[src/rtl/dft_pkg.sv]
// dft_pkg: shared types and constants for the DFT sample framer.
package dft_pkg;
    localparam int SAMPLE_W = 16;
    localparam int LANES    = 8;
    localparam int GROUPS   = 8;

    typedef logic [SAMPLE_W-1:0] sample_t;
    typedef sample_t group_t [0:LANES-1];
    typedef enum logic [2:0] {IDLE, ISSUE, GAP, HOLD, WAIT_DONE} state_t;
endpackage

[src/rtl/pingpong_bank.sv]
// pingpong_bank: two 8-lane sample banks with write pointer, full flags and bank-select read.
module pingpong_bank
    import dft_pkg::*;
(
    input  logic    clk,
    input  logic    rst,
    input  logic    wr_en,
    input  sample_t wr_data,
    input  logic    rd_bank,
    input  logic    clr,
    output logic    ready,
    output logic    rd_full,
    output group_t  rd_data
);
    sample_t mem [0:1][0:LANES-1];
    logic [1:0] full;
    logic wr_bank;
    logic [2:0] wr_lane;
    logic acc;

    assign ready   = !full[wr_bank];
    assign rd_full = full[rd_bank];
    assign acc     = wr_en && ready;

    for (genvar i = 0; i < LANES; i++) begin : g_rd
        assign rd_data[i] = mem[rd_bank][i];
    end

    always_ff @(posedge clk)
        if (acc) mem[wr_bank][wr_lane] <= wr_data;

    // Writer only touches a non-full bank, reader only clears a full one, so they never collide.
    always_ff @(posedge clk or posedge rst)
        if (rst) begin
            full    <= '0;
            wr_bank <= 1'b0;
            wr_lane <= '0;
        end else begin
            if (clr) full[rd_bank] <= 1'b0;
            if (acc) begin
                wr_lane <= wr_lane + 3'd1;
                if (wr_lane == 3'(LANES-1)) begin
                    full[wr_bank] <= 1'b1;
                    wr_bank       <= !wr_bank;
                end
            end
        end
endmodule

[src/rtl/dft_sample_framer.sv]
// dft_sample_framer: packs a serial sample stream into 8-lane groups and frames them for the DFT stage.
module dft_sample_framer
    import dft_pkg::*;
#(
    parameter int GROUP_GAP = 4
) (
    input  logic       clk,
    input  logic       sreset,
    input  logic       in_valid,
    output logic       in_ready,
    input  sample_t    in_sample,
    input  logic       dft_done,
    output group_t     samples,
    output logic       rel,
    output logic       calculate,
    output logic [2:0] group_idx,
    output logic       busy
);
    state_t state;
    logic rd_bank;
    logic rd_full;
    logic [2:0] grp;
    logic [7:0] gap_cnt;
    group_t rd_data;

    pingpong_bank u_bank (
        .clk     (clk),
        .rst     (sreset),
        .wr_en   (in_valid),
        .wr_data (in_sample),
        .rd_bank (rd_bank),
        .clr     (state == ISSUE),
        .ready   (in_ready),
        .rd_full (rd_full),
        .rd_data (rd_data)
    );

    assign busy = state != IDLE;

    always_ff @(posedge clk or posedge sreset)
        if (sreset) begin
            state     <= IDLE;
            rd_bank   <= 1'b0;
            grp       <= '0;
            gap_cnt   <= '0;
            rel       <= 1'b0;
            calculate <= 1'b0;
            group_idx <= '0;
            samples   <= '{default: '0};
        end else begin
            rel <= 1'b0;
            case (state)
                IDLE, HOLD: if (rd_full) state <= ISSUE;
                ISSUE: begin
                    samples   <= rd_data;
                    rel       <= 1'b1;
                    rd_bank   <= !rd_bank;
                    group_idx <= grp;
                    grp       <= grp + 3'd1;
                    gap_cnt   <= 8'(GROUP_GAP - 1);
                    if (grp == 3'd0) calculate <= 1'b1;
                    state <= (grp == 3'(GROUPS-1)) ? WAIT_DONE : GAP;
                end
                GAP: if (gap_cnt == 8'd0) state <= HOLD; else gap_cnt <= gap_cnt - 8'd1;
                WAIT_DONE: if (dft_done) begin
                    calculate <= 1'b0;
                    grp       <= '0;
                    state     <= IDLE;
                end
                default: state <= IDLE;
            endcase
        end
endmodule

[config.mk]
export PLATFORM = sky130hd
export DESIGN_NAME = dft_sample_framer
export DESIGN_NICKNAME = d
export VERILOG_FILES = /design/src/rtl/dft_pkg.sv /design/src/rtl/pingpong_bank.sv /design/src/rtl/dft_sample_framer.sv
export SDC_FILE = /design/constraint.sdc
export NUM_CORES = 1
export LEC_CHECK = 0
export BUFFER_PORTS_ARGS = -buffer_cell sky130_fd_sc_hd__clkbuf_2
export CAP_MARGIN = 20
export CORE_AREA = 2 2 185 187
export CTS_CLUSTER_DIAMETER = 40
export DETAILED_ROUTE_END_ITERATION = 10
export DIE_AREA = 0 0 187 189
export PLACE_DENSITY = 0.67
export SKIP_LAST_GASP = 1
export SLEW_MARGIN = 15
export SYNTH_ARGS = -nofsm -noshare
export SYNTH_HDL_FRONTEND = slang
export SYNTH_SLANG_ARGS = --single-unit
[constraint.sdc]
create_clock -name clk -period 9.27 [get_ports clk]
set_input_delay 1.3905 -clock clk [delete_from_list [all_inputs] [get_ports clk]]
set_output_delay 1.3905 -clock clk [all_outputs]
set_load 0.05 [all_outputs]
==> Word-level counts from Yosys, hierarchy flattened <==
Memory sizes are Yosys's and may differ from the RTL's. A register that Yosys moved wholly into a read port is not among the register bits.
Cells that the tools add are included.
{ "word_totals": {"regBits": 26, "ramBits": 256, "inputBits": 20, "out_inout_bits": 135, "word_cells": 81, "mem_count": 1} }
{ "mem_list": {"columns": ["name", "words", "word_bits", "read_ports", "rd_clocked_by_memory_dff", "write_ports", "line_no", "text"], "rows": [
  ["u_bank.mem", 2, 128, 1, 1, 1, "pingpong_bank.sv:15", "sample_t mem [0:1][0:LANES-1];"]
]} }
{ "classes": {"n_addsub": 3, "magnitude_cmp": 6, "eq_ne": 11, "mux": 27, "bitwise": 4, "n_reduce_logical": 19} }
{ "op_table": {"columns": ["op", "count"], "rows": [
  ["2-to-1 mux 128 bit", 1],
  ["demux 16 bit (select 3 bit)", 1],
  ["2-to-1 mux 16 bit", 1],
  ["one-hot mux 8 bit (2 select lines)", 1],
  ["2-to-1 mux 3 bit", 4],
  ["one-hot mux 3 bit (4 select lines)", 1],
  ["2-to-1 mux 1 bit", 10],
  ["!= test 2 bit (second input constant)", 5],
  ["equality test 3 bit (second input constant)", 3],
  ["zero test 8 bit", 1],
  ["2-to-1 mux 8 bit", 1],
  ["subtractor 8 x 1 -> 8 bit (second input constant)", 1],
  ["adder 3 x 1 -> 3 bit (second input constant)", 2],
  ["equality test 3 x 2 -> 1 bit (second input constant)", 2],
  ["zero test 3 bit", 2],
  ["2-to-1 mux 2 bit", 3],
  ["one-hot mux 3 bit (2 select lines)", 1],
  ["AND reduction 2 bit", 3],
  ["AND reduction 3 bit", 2],
  ["greater-or-equal comparator 4 bit (second input constant)", 1],
  ["logical AND 1 bit", 4],
  ["less-than comparator 1 x 2 -> 1 bit (second input constant)", 2],
  ["less-than comparator 4 x 1 -> 1 bit (second input constant)", 1],
  ["inverter 3 -> 4 bit", 1],
  ["other kinds (11)", 16]
]} }

==> Depth between registers and ports, before layout <==
{ "logic_depth": {"word_depth": 10, "depth_mapped": 8, "mapped_depth_nobuf": 6} }

==> Hierarchy <==
A second synthesis with hierarchy kept.
{ "hier_totals": {"hier_cells": 1100, "hier_area_um2": 15563.7} }
{ "by_module_without_submodules": {"columns": ["module", "instances", "cells_each", "area_each_um2", "seq_area_each_um2"], "rows": [
  ["pingpong_bank", 1, 447, 9674.3, 7837.5],
  ["dft_sample_framer", 1, 653, 5889.4, 3703.6]
]} }

==> Worst setup path before layout <==
No wires, ideal clock.
{ "synth_timing": {"kind": "register to register", "startpoint": "register u_bank.wr_bank", "endpoint": "memory u_bank.mem[0][112] (netlist name), enable pin", "setup_ns": 0.430, "t_arrival_ns": 3.656, "path_slack_ns": 5.183, "stages_incl_launch_ff": 5, "synth_period_minus_slack_ns": 4.087, "path_cell_list": "dfrtp_1 clkbuf_1 mux2i_1 nand2_1 nor4_1"} }
{ "synth_between": {"elab_chain_len": 6} }
{ "synth_rtl": {"columns": ["item", "line_no", "text"], "rows": [
  ["start, declared", "pingpong_bank.sv:17", "logic wr_bank;"],
  ["start signal, assigned", "pingpong_bank.sv:44", "wr_bank <= !wr_bank;"],
  ["2-to-1 mux 1 bit (not written as such) (2 in a row)", "pingpong_bank.sv:21", "assign ready = !full[wr_bank];"],
  ["zero test 1 bit", "pingpong_bank.sv:21", null],
  ["named net in_ready", "dft_sample_framer.sv:10", "output logic in_ready,"],
  ["logical AND 1 bit", "pingpong_bank.sv:23", "assign acc = wr_en && ready;"],
  ["2-to-1 mux 1 bit", "pingpong_bank.sv:30", "if (acc) mem[wr_bank][wr_lane] <= wr_data;"],
  ["2-to-1 mux 128 bit (not written as such)", "pingpong_bank.sv:30", null],
  ["end, declared", "pingpong_bank.sv:15", null]
]} }
The timed path passes the listed nets, and every way through them passes these cells. The select of a mux whose other input is x is not followed.

==> Final worst setup path <==
{ "layout_timing": {"startpoint": "register u_bank.wr_bank", "endpoint": "output in_ready"} }
{ "layout_between": {"elab_chain_len": 3} }
{ "layout_rtl": {"columns": ["item", "line_no"], "rows": [
  ["2-to-1 mux 1 bit (not written as such) (2 in a row)", "pingpong_bank.sv:21"],
  ["zero test 1 bit", "pingpong_bank.sv:21"],
  ["end, declared", "dft_sample_framer.sv:10"]
]} }
Every way passes these cells. The select of a mux whose other input is x is not followed.

==> summary.md <==
| Metric | Value |
|---|---|
| R2R Path Start | `state[1]` |
| Max-Cap Viols | `0` |
| Non-filler cells, final | `1623` |
| Total wire length | `31740 µm` |
| Comb pwr share | `32.3%` |
| Gpl congestion | `0.7728` |
| Hold buffers post-CTS | `0` |
| Most common cell in the netlist | `edfxtp_1` |
| Resize count post-CTS | `0` |
| Layout cells sized above 1 | `22.81%` |
| Bufs on Longest Clock Path | `3` |
| Critical Path AT | `1860 ps` |
| Post-Syn Area | `14870 µm²` |
| Largest net degree at the start of global routing | `101` |
| Syn Inst Count | `961` |
| Setup violations, final | `0` |
| Die X-Extent | `187 µm` |
| # DRC | `0` |
| Overall Power | `6.711 mW` |
| Worst path required time | `7880 ps` |
| Max Freq | `307.3 MHz` |
| PwrDens | `375.7 nW/µm²` |
| Critical path capture point type | `output port` |
| WL per Instance | `19.56 µm` |
| Number of global-route vias before repair | `8194` |
| Clock Sinks | `410` |
| Diodes inserted | `0` |
| Core box area | `33280 µm²` |
| Cell depth of the worst flop-to-flop path | `6` |
| Yosys warns | `0` |
| Sw power | `2.636 mW` |
| Syn nets | `988` |
| Reg-to-reg endpoint | `gap_cnt[1]` |
| Most area-hungry cell type in the Yosys netlist | `edfxtp_1` |
| Leak pwr | `7.351 nW` |
| FFs w/ async S/R, synth | `37.56%` |
| Worst Max-Slew Pin Slew | `1003 ps` |
| DIE HEIGHT | `189 µm` |
| Cells on Worst Hold Path | `2` |
| Initial antenna violation count | `0` |
| Post-synth EDFFs | `256` |
| Fin. Hold Viols | `0` |
| Ys flop type | `edfxtp_1` |
| Post-synth top cells | `256 x edfxtp_1, 154 x dfrtp_1, 142 x nand2_1` |
| Tmin final | `3254 ps` |
| Clock skew | `17.77 ps` |
| End-of-flow core utilization | `53.68%` |
| Final period utilization | `35.10%` |
| Total die area | `35340 µm²` |
| Initial core utilization | `44.69%` |
| Max FO, Critical Path | `9` |
| Final Net Count | `1164` |
| Area share of the largest cell type after synthesis | `51.69%` |
| CP startpoint kind | `flip-flop` |
| Hold Crit Class | `reg -> reg` |
| Worst Setup SP | `u_bank.wr_bank` |
| Via/cell ratio | `5.096` |
| Critical path endpoint | `in_ready` |
| Status | `complete, no violations` |
| Max_slew headroom | `33.13%` |
| Vias | `8271` |
| H-tree Lvls | `2` |
| Average size of a mapped cell | `15.48 µm²` |
| Reg-to-reg slack, setup | `6150 ps` |
| Clock transition at the registers of the reported paths | `60 ps` |
| Post-CTS Setup Bufs | `0` |
| Switching share of power | `39.28%` |
| Final TNS setup | `0 ps` |
| Drt initial violations | `631` |
| Routed Antenna Nets | `0` |
| Sequential-to-total area share from yosys stat | `77.60%` |
| Port Buffers | `154` |
| Final HPWL DP | `18670 µm` |
| Max IR drop VDD | `246.5 µV` |
| Post-synth cell types | `37` |
| WS Path Type | `reg -> out` |
| Row cnt | `67` |
| Internal power | `4.075 mW` |
| Total Routing Usage GR | `18.19%` |
| GRT overflow | `0` |
| Drt first pass iters | `5` |
| Post-Place Cells | `1535` |
| Slew Limit Fails | `0` |
| Clk Latency, worst-skew pair | `550 ps` |
| Flop pwr share | `39.2%` |
| Clock share of power | `28.5%` |
| CTS Buf Count | `48` |
| # IOs | `155` |
| Synthesis-to-finish area growth | `20.11%` |
| Flops & latches, synth | `410` |
| RSZ-0062 raised after global routing | `no` |
| Ranking of synthesized cells by area | `edfxtp_1 52%, dfrtp_1 26%, mux2i_1 8.9%` |
| CTS tree | `yes` |
| First-pass GRT wire length | `48560 µm` |
| Root buffer cell | `clkbuf_16` |
critical path, stage by stage (launching register included):
cell,delay [ps]
dfrtp_1,500
mux2i_1,430
clkbuf_2,390
power groups by stage:
| stage | clock network [mW] | registers, mW | logic [mW] |
|---|---|---|---|
| after floorplan | 0 | 3.45 | 0.815 |
| after global placement | 0 | 2.65 | 2.16 |
| after detailed placement | 0 | 2.66 | 2.20 |
| after CTS | 1.95 | 2.63 | 2.20 |
| after global routing | 2.03 | 2.68 | 2.33 |
| final | 1.91 | 2.63 | 2.17 |
registers in the layout (all words and copies together), names as in the netlist, 2 cells and up:
name            flops
u_bank.wr_lane      3
gap_cnt             8
group_idx           3
u_bank.mem        256
samples           128
grp                 3
u_bank.full         2
state               3
through the flow:
| stage | setup slack (ps) | hold WS, ps | area, µm² |
|---|---|---|---|
| 3_3_place_gp | 6155 | 461.8 | 16180 |
| 2_1_floorplan | 3730 | 467.3 | 14870 |
| 4_1_cts | 6010 | 481.8 | 17860 |
| 3_5_place_dp | 6135 | 469.8 | 16200 |
| 5_1_grt | 5825 | 502.7 | 17860 |
| 6_report | 6016 | 475.8 | 17860 |
how the worst min path moves through the flow:
stage | slack, ps | endpoint | start
after floorplan | 470 | gap_cnt[7] | gap_cnt[7]
after global placement | 460 | group_idx[0] | group_idx[0]
after detailed placement | 470 | samples[103] | samples[103]
after CTS | 480 | samples[103] | samples[103]
after global routing | 500 | samples[120] | samples[120]
final | 480 | samples[117] | samples[117]
layout by cell type, fill, tap and decap left out, drive strengths merged, types with 5 or more instances in the layout:
master and count:
edfxtp 256, clkbuf 218, dfrtp 154, nand2 142
o21ai 139, mux2i 132, nor2 22, buf 20
clkinv 13, inv 12, ha 7, a21oi 5
a31oi 5, bufinv 5, nor4 5
layer usage:
layer | global-route usage, % | vias to the layer above | part of all wire (%)
met3 | 3.225 | 56 | 5.4
met1 | 26.08 | 4098 | 45
li1 | - | 3860 | -
met2 | 28.65 | 257 | 47
met4 | 5.464 | 0 | 2.3
met5 | 0 | - | 0
kinds of logic (layout without fill, tap and decap cells):
kind of cell / count (synthesis) / after routing / share of synthesized area (%)
multiplexers: 134 / 134 / 9.035
AO/OA/AOI/OAI: 159 / 159 / 5.552
adder cells (fa/ha/maj): 7 / 7 / 0.5889
flip-flops: 410 / 410 / 77.60
XOR/XNOR: 3 / 3 / 0.1767
AND/OR/NAND/NOR: 191 / 191 / 5.443
buffers and inverters: 57 / 271 / 1.607
final cells by class:
class	instances	area (µm²)
clock buffer	64	1364
clock inverter	24	299.0
fill	2713	15420
inverter	9	38.79
multi-input combinational	494	3128
sequential	410	11540
tap	448	560.5
timing repair buffer	174	928.4
No activity file was read; power rests on OpenSTA's default activity.
